File: config.mk
export PLATFORM = sky130hd
export DESIGN_NAME = control_unit
export DESIGN_NICKNAME = d
export VERILOG_FILES = /design/src/rtl/cu_pkg.sv /design/src/rtl/cu_reg_decode.sv /design/src/rtl/control_unit.sv
export SDC_FILE = /design/constraint.sdc
export NUM_CORES = 1
export LEC_CHECK = 0
export BUFFER_PORTS_ARGS = -buffer_cell sky130_fd_sc_hd__buf_2
export CAP_MARGIN = 5
export CORE_MARGIN = 8
export CORE_UTILIZATION = 27
export DETAILED_ROUTE_END_ITERATION = 16
export GPL_TIMING_DRIVEN = 1
export PLACE_DENSITY = 0.56
export SLEW_MARGIN = 25
export SYNTH_ARGS = -nofsm -noshare
export SYNTH_HDL_FRONTEND = slang
export SYNTH_SLANG_ARGS = --single-unit
File: constraint.sdc
create_clock -name Clock -period 1.8 [get_ports Clock]
set_input_delay 0.09 -clock Clock [delete_from_list [all_inputs] [get_ports Clock]]
set_output_delay 0.09 -clock Clock [all_outputs]
set_load 0.1 [all_outputs]
File: src/rtl/cu_pkg.sv
// -----------------------------------------------------------------------------
// cu_pkg
// Shared constants for the hardwired control unit of the single-bus CPU:
//   - 5-bit instruction opcodes
//   - control-state encoding (cu_state_e)
//   - instruction class encoding (cu_class_e) and the opcode classifier
//   - bit positions of the opcode / Ra / Rb / Rc fields inside IR
// Configuration macro: CU_MULDIV_EN
//   defined   -> mul/div are a legal class and state T6 exists
//   undefined -> mul/div classify as illegal and T6 is not part of the encoding
// -----------------------------------------------------------------------------
package cu_pkg;

   // IR field positions
   localparam int unsigned OpMsb = 31;
   localparam int unsigned OpLsb = 27;
   localparam int unsigned RaMsb = 26;
   localparam int unsigned RaLsb = 23;
   localparam int unsigned RbMsb = 22;
   localparam int unsigned RbLsb = 19;
   localparam int unsigned RcMsb = 18;
   localparam int unsigned RcLsb = 15;

   // Opcodes
   localparam logic [4:0] OpAdd  = 5'b00011;
   localparam logic [4:0] OpSub  = 5'b00100;
   localparam logic [4:0] OpShr  = 5'b00101;
   localparam logic [4:0] OpShl  = 5'b00110;
   localparam logic [4:0] OpRor  = 5'b00111;
   localparam logic [4:0] OpRol  = 5'b01000;
   localparam logic [4:0] OpAnd  = 5'b01010;
   localparam logic [4:0] OpOr   = 5'b01011;
   localparam logic [4:0] OpMul  = 5'b01111;
   localparam logic [4:0] OpDiv  = 5'b10000;
   localparam logic [4:0] OpNeg  = 5'b10001;
   localparam logic [4:0] OpNot  = 5'b10010;
   localparam logic [4:0] OpNop  = 5'b11010;
   localparam logic [4:0] OpHalt = 5'b11011;

   // Control states. Values are fixed so the encoding does not shift when T6
   // is compiled out.
   typedef enum logic [3:0] {
      StRst   = 4'd0,
      StT0    = 4'd1,
      StT1    = 4'd2,
      StT2    = 4'd3,
      StT3    = 4'd4,
      StT4    = 4'd5,
      StT5    = 4'd6,
`ifdef CU_MULDIV_EN
      StT6    = 4'd7,
`endif
      StPause = 4'd8,
      StHalt  = 4'd9
   } cu_state_e;

   // Execute-sequence classes
   typedef enum logic [2:0] {
      ClsThree   = 3'd0,
      ClsTwo     = 3'd1,
      ClsMulDiv  = 3'd2,
      ClsNop     = 3'd3,
      ClsHalt    = 3'd4,
      ClsIllegal = 3'd5
   } cu_class_e;

   // Map an opcode onto the execute sequence it follows.
   function automatic cu_class_e op_class(input logic [4:0] op);
      cu_class_e cls;
      cls = ClsIllegal;
      case (op)
         OpAdd, OpSub, OpShr, OpShl, OpRor, OpRol, OpAnd, OpOr: cls = ClsThree;
         OpNeg, OpNot:                                         cls = ClsTwo;
`ifdef CU_MULDIV_EN
         OpMul, OpDiv:                                         cls = ClsMulDiv;
`endif
         OpNop:                                                cls = ClsNop;
         OpHalt:                                               cls = ClsHalt;
         default:                                              cls = ClsIllegal;
      endcase
      return cls;
   endfunction

endpackage

File: src/rtl/cu_reg_decode.sv
// -----------------------------------------------------------------------------
// cu_reg_decode
// 4-to-16 one-hot decoder with enable, used for the register-file load enables
// (Rin) and bus drives (Rout).
// Ports:
//   en     in  1   decoder enable; output is all-zero when low
//   sel    in  4   register index R0..R15
//   onehot out 16  one-hot select, bit n <=> Rn
// -----------------------------------------------------------------------------
module cu_reg_decode (
   input  logic        en,
   input  logic [3:0]  sel,
   output logic [15:0] onehot
);

   always_comb begin
      onehot = '0;
      if (en) begin
         onehot[sel] = 1'b1;
      end
   end

endmodule

File: src/rtl/control_unit.sv
// -----------------------------------------------------------------------------
// control_unit
// Hardwired Moore control unit for the single-bus CPU datapath. A state register
// walks fetch (T0..T2) and execute (T3..T6); every datapath strobe is a decode
// of that state and the instruction held in IR.
// Configuration macro: CU_MULDIV_EN enables the mul/div sequence (T5 LOin,
// T6 HIin). Without it mul/div take the illegal-opcode path and HIin, LOin and
// Zhighout are constant 0.
// Ports:
//   Clock       in  1   system clock, rising edge
//   clear       in  1   asynchronous active-low reset
//   IR          in  32  instruction register ([31:27] op, Ra, Rb, Rc fields)
//   mem_rdy     in  1   memory data valid, ends the T1 wait
//   stop        in  1   pause request, honoured only at an instruction boundary
//   Rin         out 16  one-hot register load enables
//   Rout        out 16  one-hot register bus drives
//   PCout..LOin out 1   datapath strobes
//   opcode      out 5   ALU operation select
//   run         out 1   high in T0..T6
//   illegal_op  out 1   one-cycle pulse in T3 for an undecodable opcode
// -----------------------------------------------------------------------------
module control_unit
   import cu_pkg::*;
(
   input  logic        Clock,
   input  logic        clear,
   input  logic [31:0] IR,
   input  logic        mem_rdy,
   input  logic        stop,
   output logic [15:0] Rin,
   output logic [15:0] Rout,
   output logic        PCout,
   output logic        PCin,
   output logic        IncPC,
   output logic        MARin,
   output logic        Read,
   output logic        MDRin,
   output logic        MDRout,
   output logic        IRin,
   output logic        Yin,
   output logic        Zin,
   output logic        Zlowout,
   output logic        Zhighout,
   output logic        HIin,
   output logic        LOin,
   output logic [4:0]  opcode,
   output logic        run,
   output logic        illegal_op
);

   cu_state_e  state_q;
   logic       t1_wait_q;   // set once T1 has already spent a cycle waiting on memory
   cu_state_e  end_state;   // successor of the final execute state

   logic [4:0] op;
   logic [3:0] ra;
   logic [3:0] rb;
   logic [3:0] rc;
   cu_class_e  cls;

   logic       rin_en;
   logic       rout_en;
   logic [3:0] rout_sel;

   logic       unused_ir;

   assign op  = IR[OpMsb:OpLsb];
   assign ra  = IR[RaMsb:RaLsb];
   assign rb  = IR[RbMsb:RbLsb];
   assign rc  = IR[RcMsb:RcLsb];
   assign cls = op_class(op);

   // Immediate/address bits are not needed by the sequencer.
   assign unused_ir = ^IR[RcLsb-1:0];

   // stop is only looked at when an instruction completes.
   assign end_state = stop ? StPause : StT0;

   // ---------------------------------------------------------------------------
   // State register
   // ---------------------------------------------------------------------------
   always_ff @(posedge Clock or negedge clear) begin
      if (!clear) begin
         state_q   <= StRst;
         t1_wait_q <= 1'b0;
      end else begin
         t1_wait_q <= (state_q == StT1) && !mem_rdy;
         case (state_q)
            StRst: state_q <= StT0;
            StT0:  state_q <= StT1;
            StT1: begin
               if (mem_rdy) begin
                  state_q <= StT2;
               end
            end
            StT2:  state_q <= StT3;
            StT3: begin
               case (cls)
                  ClsThree, ClsTwo, ClsMulDiv: state_q <= StT4;
                  ClsHalt:                     state_q <= StHalt;
                  default:                     state_q <= end_state;
               endcase
            end
            StT4: begin
               if (cls == ClsThree || cls == ClsMulDiv) begin
                  state_q <= StT5;
               end else begin
                  state_q <= end_state;
               end
            end
            StT5: begin
`ifdef CU_MULDIV_EN
               if (cls == ClsMulDiv) begin
                  state_q <= StT6;
               end else begin
                  state_q <= end_state;
               end
`else
               state_q <= end_state;
`endif
            end
`ifdef CU_MULDIV_EN
            StT6:  state_q <= end_state;
`endif
            StPause: begin
               if (!stop) begin
                  state_q <= StT0;
               end
            end
            StHalt:  state_q <= StHalt;
            default: state_q <= StRst;
         endcase
      end
   end

   // ---------------------------------------------------------------------------
   // Output decode (Moore: state register + IR only)
   // ---------------------------------------------------------------------------
   always_comb begin
      rin_en     = 1'b0;
      rout_en    = 1'b0;
      rout_sel   = rb;
      PCout      = 1'b0;
      PCin       = 1'b0;
      IncPC      = 1'b0;
      MARin      = 1'b0;
      Read       = 1'b0;
      MDRin      = 1'b0;
      MDRout     = 1'b0;
      IRin       = 1'b0;
      Yin        = 1'b0;
      Zin        = 1'b0;
      Zlowout    = 1'b0;
      Zhighout   = 1'b0;
      HIin       = 1'b0;
      LOin       = 1'b0;
      opcode     = 5'b00000;
      run        = 1'b0;
      illegal_op = 1'b0;

      case (state_q)
         StT0: begin
            run   = 1'b1;
            PCout = 1'b1;
            MARin = 1'b1;
            IncPC = 1'b1;
            Zin   = 1'b1;
         end
         StT1: begin
            run   = 1'b1;
            Read  = 1'b1;
            MDRin = 1'b1;
            // The incremented PC is written back only once, however long
            // memory keeps us waiting.
            if (!t1_wait_q) begin
               Zlowout = 1'b1;
               PCin    = 1'b1;
            end
         end
         StT2: begin
            run    = 1'b1;
            MDRout = 1'b1;
            IRin   = 1'b1;
         end
         StT3: begin
            run = 1'b1;
            case (cls)
               ClsThree: begin
                  rout_en  = 1'b1;
                  rout_sel = rb;
                  Yin      = 1'b1;
               end
               ClsTwo: begin
                  rout_en  = 1'b1;
                  rout_sel = rb;
                  opcode   = op;
                  Zin      = 1'b1;
               end
`ifdef CU_MULDIV_EN
               ClsMulDiv: begin
                  rout_en  = 1'b1;
                  rout_sel = ra;
                  Yin      = 1'b1;
               end
`endif
               ClsIllegal: illegal_op = 1'b1;
               default: ;
            endcase
         end
         StT4: begin
            run = 1'b1;
            case (cls)
               ClsThree: begin
                  rout_en  = 1'b1;
                  rout_sel = rc;
                  opcode   = op;
                  Zin      = 1'b1;
               end
               ClsTwo: begin
                  Zlowout = 1'b1;
                  rin_en  = 1'b1;
               end
`ifdef CU_MULDIV_EN
               ClsMulDiv: begin
                  rout_en  = 1'b1;
                  rout_sel = rb;
                  opcode   = op;
                  Zin      = 1'b1;
               end
`endif
               default: ;
            endcase
         end
         StT5: begin
            run = 1'b1;
            case (cls)
               ClsThree: begin
                  Zlowout = 1'b1;
                  rin_en  = 1'b1;
               end
`ifdef CU_MULDIV_EN
               ClsMulDiv: begin
                  Zlowout = 1'b1;
                  LOin    = 1'b1;
               end
`endif
               default: ;
            endcase
         end
`ifdef CU_MULDIV_EN
         StT6: begin
            run      = 1'b1;
            Zhighout = 1'b1;
            HIin     = 1'b1;
         end
`endif
         default: ;
      endcase
   end

   // Destination register is always Ra.
   cu_reg_decode u_rin_decode (
      .en     (rin_en),
      .sel    (ra),
      .onehot (Rin)
   );

   cu_reg_decode u_rout_decode (
      .en     (rout_en),
      .sel    (rout_sel),
      .onehot (Rout)
   );

endmodule

# After elaboration in Yosys (flattened, before gate mapping)
# Memory sizes are Yosys's and may differ from the RTL's.
# Index checks and enable logic that the tools add are counted.
[op_classes]
order_cmp = 4
n_eq_ne = 14
n_mux = 33
reduce_logical = 11
[op_table]
columns = ["operator", "count"]
rows = [
  ["case mux 4 bit (9 select lines)", 1],
  ["two-way mux 16 bit", 2],
  ["two-way mux 4 bit", 6],
  ["two-way mux 1 bit", 14],
  ["equality test 4 x 3 -> 1 bit, second input constant", 3],
  ["less-than comparator 4 x 5 -> 1 bit, second input constant", 2],
  ["two-way mux 5 bit", 2],
  ["case mux 5 bit (2 select lines)", 1],
  ["demux 1 bit (select 4 bit)", 2],
  ["equality test 4 x 2 -> 1 bit, second input constant", 2],
  ["equality test 4 bit, second input constant", 2],
  [">= comparator 4 x 1 -> 1 bit, second input constant", 2],
  ["case mux 4 bit (2 select lines)", 1],
  ["equality test 3 bit, second input constant", 2],
  ["case mux 1 bit (3 select lines)", 2],
  ["OR reduction 6 bit", 1],
  ["equality test 4 x 1 -> 1 bit, second input constant", 1],
  ["logical NOT 4 bit", 1],
  ["inequality test 2 bit, second input constant", 2],
  ["case mux 1 bit (2 select lines)", 2],
  ["equality test 3 x 1 -> 1 bit, second input constant", 1],
  ["equality test 3 x 2 -> 1 bit, second input constant", 1],
  ["logical AND 1 bit", 3],
  ["logical NOT 3 bit", 1],
  ["other kinds (5)", 5],
]
[word_totals]
regBits = 5
rom_bits = 96
inputBits = 36
out_inout_bits = 53
wordCells = 65
mem_count = 1
[memory_table]
columns = ["memory", "words", "word_bits", "rd", "rd_clocked_by_memory_dff", "write_ports", "line", "rtl"]
rows = [
  ["(no name shown)", 32, 3, 1, 0, 0, "cu_pkg.sv:71", "case (op)"],
]

# Depth between registers and ports, before layout
# An unclocked memory read counts as a cell.
[logic_depth]
depth_word = 9
ltp_mapped = 7
depth_no_buf = 6

# Hierarchy
# Synthesis repeated with hierarchy kept, for this count alone.
[hier_totals]
hier_cells = 143
hier_area_um2 = 975.9
[modules_own_cells]
columns = ["module", "n_inst", "cells_per_inst", "area_per_inst_um2"]
rows = [
  ["control_unit", 1, 97, 740.7],
  ["cu_reg_decode", 2, 23, 117.6],
]

# Worst setup path after synthesis
# No wires, ideal clock.
[synth_path]
kind = "register to output"
from = "reg state_q[0]"
to = "out Rout[15]"
t_arrival_ns = 4.085
required_ns = 1.710
setup_slack_ns = -2.375
stages_incl_launch_ff = 5
path_buffers = 0
path_cell_list = "dfrtp_1 -> or4b_2 -> nor2_1 -> a32oi_1 -> nor2_1"
[synth_between]
elab_chain_len = 7
elab_cells_between_ends = 10
cone_classes = "2 x order compare; 2 x eq/ne; 5 x mux; 1 x reduce/logical"
[synth_lines]
columns = ["element", "line", "rtl"]
rows = [
  ["start, declared", "control_unit.sv:51", "cu_state_e state_q;"],
  ["start signal, assigned", "control_unit.sv:84", "state_q <= StRst;"],
  ["start signal, assigned", "control_unit.sv:89", "StRst: state_q <= StT0;"],
  ["start signal, assigned", "control_unit.sv:90", "StT0: state_q <= StT1;"],
  ["equality test 4 x 3 -> 1 bit", "control_unit.sv:161", "case (state_q)"],
  ["two-way mux 4 bit", "n/a", ""],
  ["less-than comparator 4 x 5 -> 1 bit (not written as such) / >= comparator 4 x 1 -> 1 bit (equally long branches)", "cu_reg_decode.sv:19", "onehot[sel] = 1'b1;"],
  ["logical AND 1 bit (not written as such)", "cu_reg_decode.sv:19", ""],
  ["two-way mux 1 bit (not written as such)", "cu_reg_decode.sv:19", ""],
  ["demux 1 bit (select 4 bit)", "n/a", ""],
  ["two-way mux 16 bit *", "cu_reg_decode.sv:18", "if (en) begin"],
  ["end, declared", "control_unit.sv:31", "output logic [15:0] Rout,"],
]
# Mark *: on every way between the ends. The rest lies on a longest branch, timed or not.

# Final worst setup path
[layout_path]
from = "reg state_q[1]"
to = "out Rout[15]"
# Same word-level chain as after synthesis.

==> results by group <==
CTS
  • CTS tree: built
  • Clock Sinks: 5
  • Clk pin slew, worst setup/hold paths: 40 ps
  • Total CTS buffers: 3
  • Clock tree root driver cell: clkbuf_8
  • Worst-Skew Late Latency: 230 ps
  • Max clock buf depth: 2
  • H-tree levels: 1

Synthesis
  • Most area-consuming cells after synthesis: nor2_1 (14%), dfrtp_1 (11%), nor3_1 (5.6%)
  • Most instantiated cells after synthesis: nor2_1 (43), nor3_1 (13), inv_1 (11), nand2_1 (11), nand2b_1 (9)
  • Ys flop type: dfrtp_1
  • Top cell type's share of synthesized area: 0.139
  • Asr flop ratio synth: 1.00
  • Number of synthesized flops with an enable pin: 0
  • Yosys warning total: 0
  • Count leader, synth: nor2_1
  • Post-Syn Area per Cell: 6.49 um^2
  • #FFs+latches synth: 5
  • Synth unique cells: 51
  • Area leader, netlist: nor2_1
  • Seq/Total Area, Yosys: 0.108
  • Post-Syn Area: 1160 um^2
  • Post-Synthesis Cells: 179

Floorplanning
  • DIE WIDTH: 81.6 um
  • Die height: 81.6 um
  • Core area: 4260 um^2
  • # rows: 24
  • Initial Utilization: 0.273
  • Die ar.: 6660 um^2
  • Top Ports: 89

Cells and area
  • Nets: 333
  • Register Area: 126 um^2
  • Area Overhead vs Synth: 199%
  • Filler cell count: 233
  • Area of the multi-input gates: 1560 um^2
  • Fin cells: 345
  • N_diodes: 0
  • Ratio of cells with drive above 1 in the final layout: 0.724

Global routing
  • Global-route wire length before repair: 9.18 mm
  • Total GRT Usage: 0.173
  • Initial antenna violation count: 0
  • Largest net degree at the start of global routing: 11
  • Congestion Overflow GR: 0
  • Vias in the first global route: 1858

Setup path
  • Critical path launch point: state_q[1]$_DFFE_PN0P_
  • CP dominant cell by count: buf_6
  • Critical Path AT: 2120 ps
  • Family with the most delay on the worst path: simple AND/OR/NAND/NOR gates
  • Worst Path Max Fanout: 5
  • Setup crit end kind: output port
  • Element type at the critical path start: register
  • Setup Crit Path Kind: reg -> out
  • Cells along the critical path: or4b_4, buf_6, o32ai_4, a32oi_4, buf_6, nor2_4, buf_12
  • CP max stage cell: or4b_4
  • Bufs and invs on worst path: 3
  • Crit Reg-Reg Startpoint: state_q[1]$_DFFE_PN0P_
  • Data required time of the critical path: 1710 ps
  • Crit-path max cell delay: 630 ps

Timing
  • Worst setup margin: -414 ps
  • Peak Freq: 452 MHz
  • Setup-failing EPs final: 41
  • Final count of pins violating max slew: 0
  • Final Cycle Share: 1.23
  • RSZ-0062 raised after global routing: yes
  • WHS: 35.3 ps
  • Clk_skew: 7.22 ps
  • Tmin final: 2210 ps
  • Final hold vios: 0

Placement
  • Dpl hpwl: 4.41 mm
  • Final estimated routing congestion in global placement: 0.860
  • PortBufs: 70
  • Placed cell count: 328

Route
  • Vias per cell: 5.30
  • Wire length per cell: 18.4 um
  • Detail Route Antenna Nets: 0
  • Routed via count: 1830
  • Final WL: 6.34 mm
  • Pre-antenna DRT Iters: 4
  • Number of DRC markers in iteration 0: 87
  • Post-route DRC violation count: 0

Power
  • PwrDens: 1030 nW/um^2
  • Max VDD drop: 1.38 mV
  • P_leak: 1.28 nW

Worst hold path
  • Hold_sp: mem_rdy
  • Tightest Hold Check Type: in -> reg

Outcome
  • Outcome: finished with violations
  • Failing checks: negative setup slack

Job
  • Max-cap violations: 0
## final timing paths
| check | end | slack, ps | depth (start not counted) |
|---|---|---|---|
| max | Rout[15] | -410 | 7 |
| min | t1_wait_q$_DFF_PN0_ | 40 | 2 |
| max reg2reg | state_q[3]$_DFFE_PN0P_ | -80 | 5 |
| min reg2reg | state_q[2]$_DFFE_PN0P_ | 710 | 4 |
| max in group asynchronous | state_q[0]$_DFFE_PN0P_ | 1470 | 2 |
| min in group asynchronous | state_q[3]$_DFFE_PN0P_ | 190 | 2 |
## kinds of logic (layout without fill, tap and decap cells)
kind of cell               count (synthesis)  in the layout  synth area share
AOI/OAI and AO/OA                         37             37             0.268
DFF                                        5              5             0.108
muxes                                      3              3            0.0269
and+or+nand+nor                          105            105             0.454
buffers and inverters                     25            137             0.108
adders and majority gates                  3              3            0.0323
other                                      1              3           0.00323
## layer usage
layer | vias to the layer above | routed length, um | global-route usage
met5 | - | 0 | 0
met4 | 0 | 78 | 0.0561
met3 | 10 | 385 | 0.0153
met2 | 78 | 3510 | 0.337
met1 | 880 | 2370 | 0.191
li1 | 862 | - | -
## report_power, final
group | leakage (nW) | total, mW | internal [mW] | switching [mW]
clock network | 0.0228 | 0.219 | 0.153 | 0.0657
logic | 1.19 | 3.15 | 1.17 | 1.98
registers | 0.0640 | 0.223 | 0.163 | 0.0600
total | 1.28 | 3.59 | 1.48 | 2.11
## state kept, by name (all words and copies together) (netlist names)
name	count
t1_wait_q	1
state_q	4
## placed cells by master, fill, tap and decap left out, types with 4 or more instances in the layout
cell type	n
a22oi_2	4
buf_12	54
buf_2	18
buf_4	37
buf_6	10
dfrtp_1	4
inv_1	7
nand2_1	8
nand2b_1	7
nor2_1	11
nor2_4	30
nor2b_1	5
nor3_4	10
o211ai_1	4
## cell type report
cell class	count	area share
inverters	11	0.0198
multi-input cells	151	0.451
clock buffers	4	0.0130
flip-flops and latches	5	0.0364
well taps	52	0.0187
repair buffers	122	0.461
## repair_timing
item                                   CTS  global route
endpoints found under the hold margin    5             0
hold buffers                             1             0
setup endpoints to repair               42            42
pin swaps                               35            15
buffers inserted                         9             6
gates resized for setup                 42            11
## through the flow
| stage | util | power [mW] | setup WS, ps | instance area (um^2) | setup TNS [ps] |
|---|---|---|---|---|---|
| 2_1_floorplan | - | 2.32 | -633 | 1760 | -14900 |
| 3_3_place_gp | 0.716 | 3.12 | -423 | 3050 | -13050 |
| 3_5_place_dp | 0.716 | 3.14 | -510 | 3050 | -14140 |
| 4_1_cts | 0.795 | 3.48 | -384 | 3390 | -10930 |
| 5_1_grt | 0.814 | 3.69 | -453 | 3470 | -13840 |
| 6_report | 0.814 | 3.59 | -414 | 3470 | -11660 |
No activity file was read; power rests on OpenSTA's default activity.
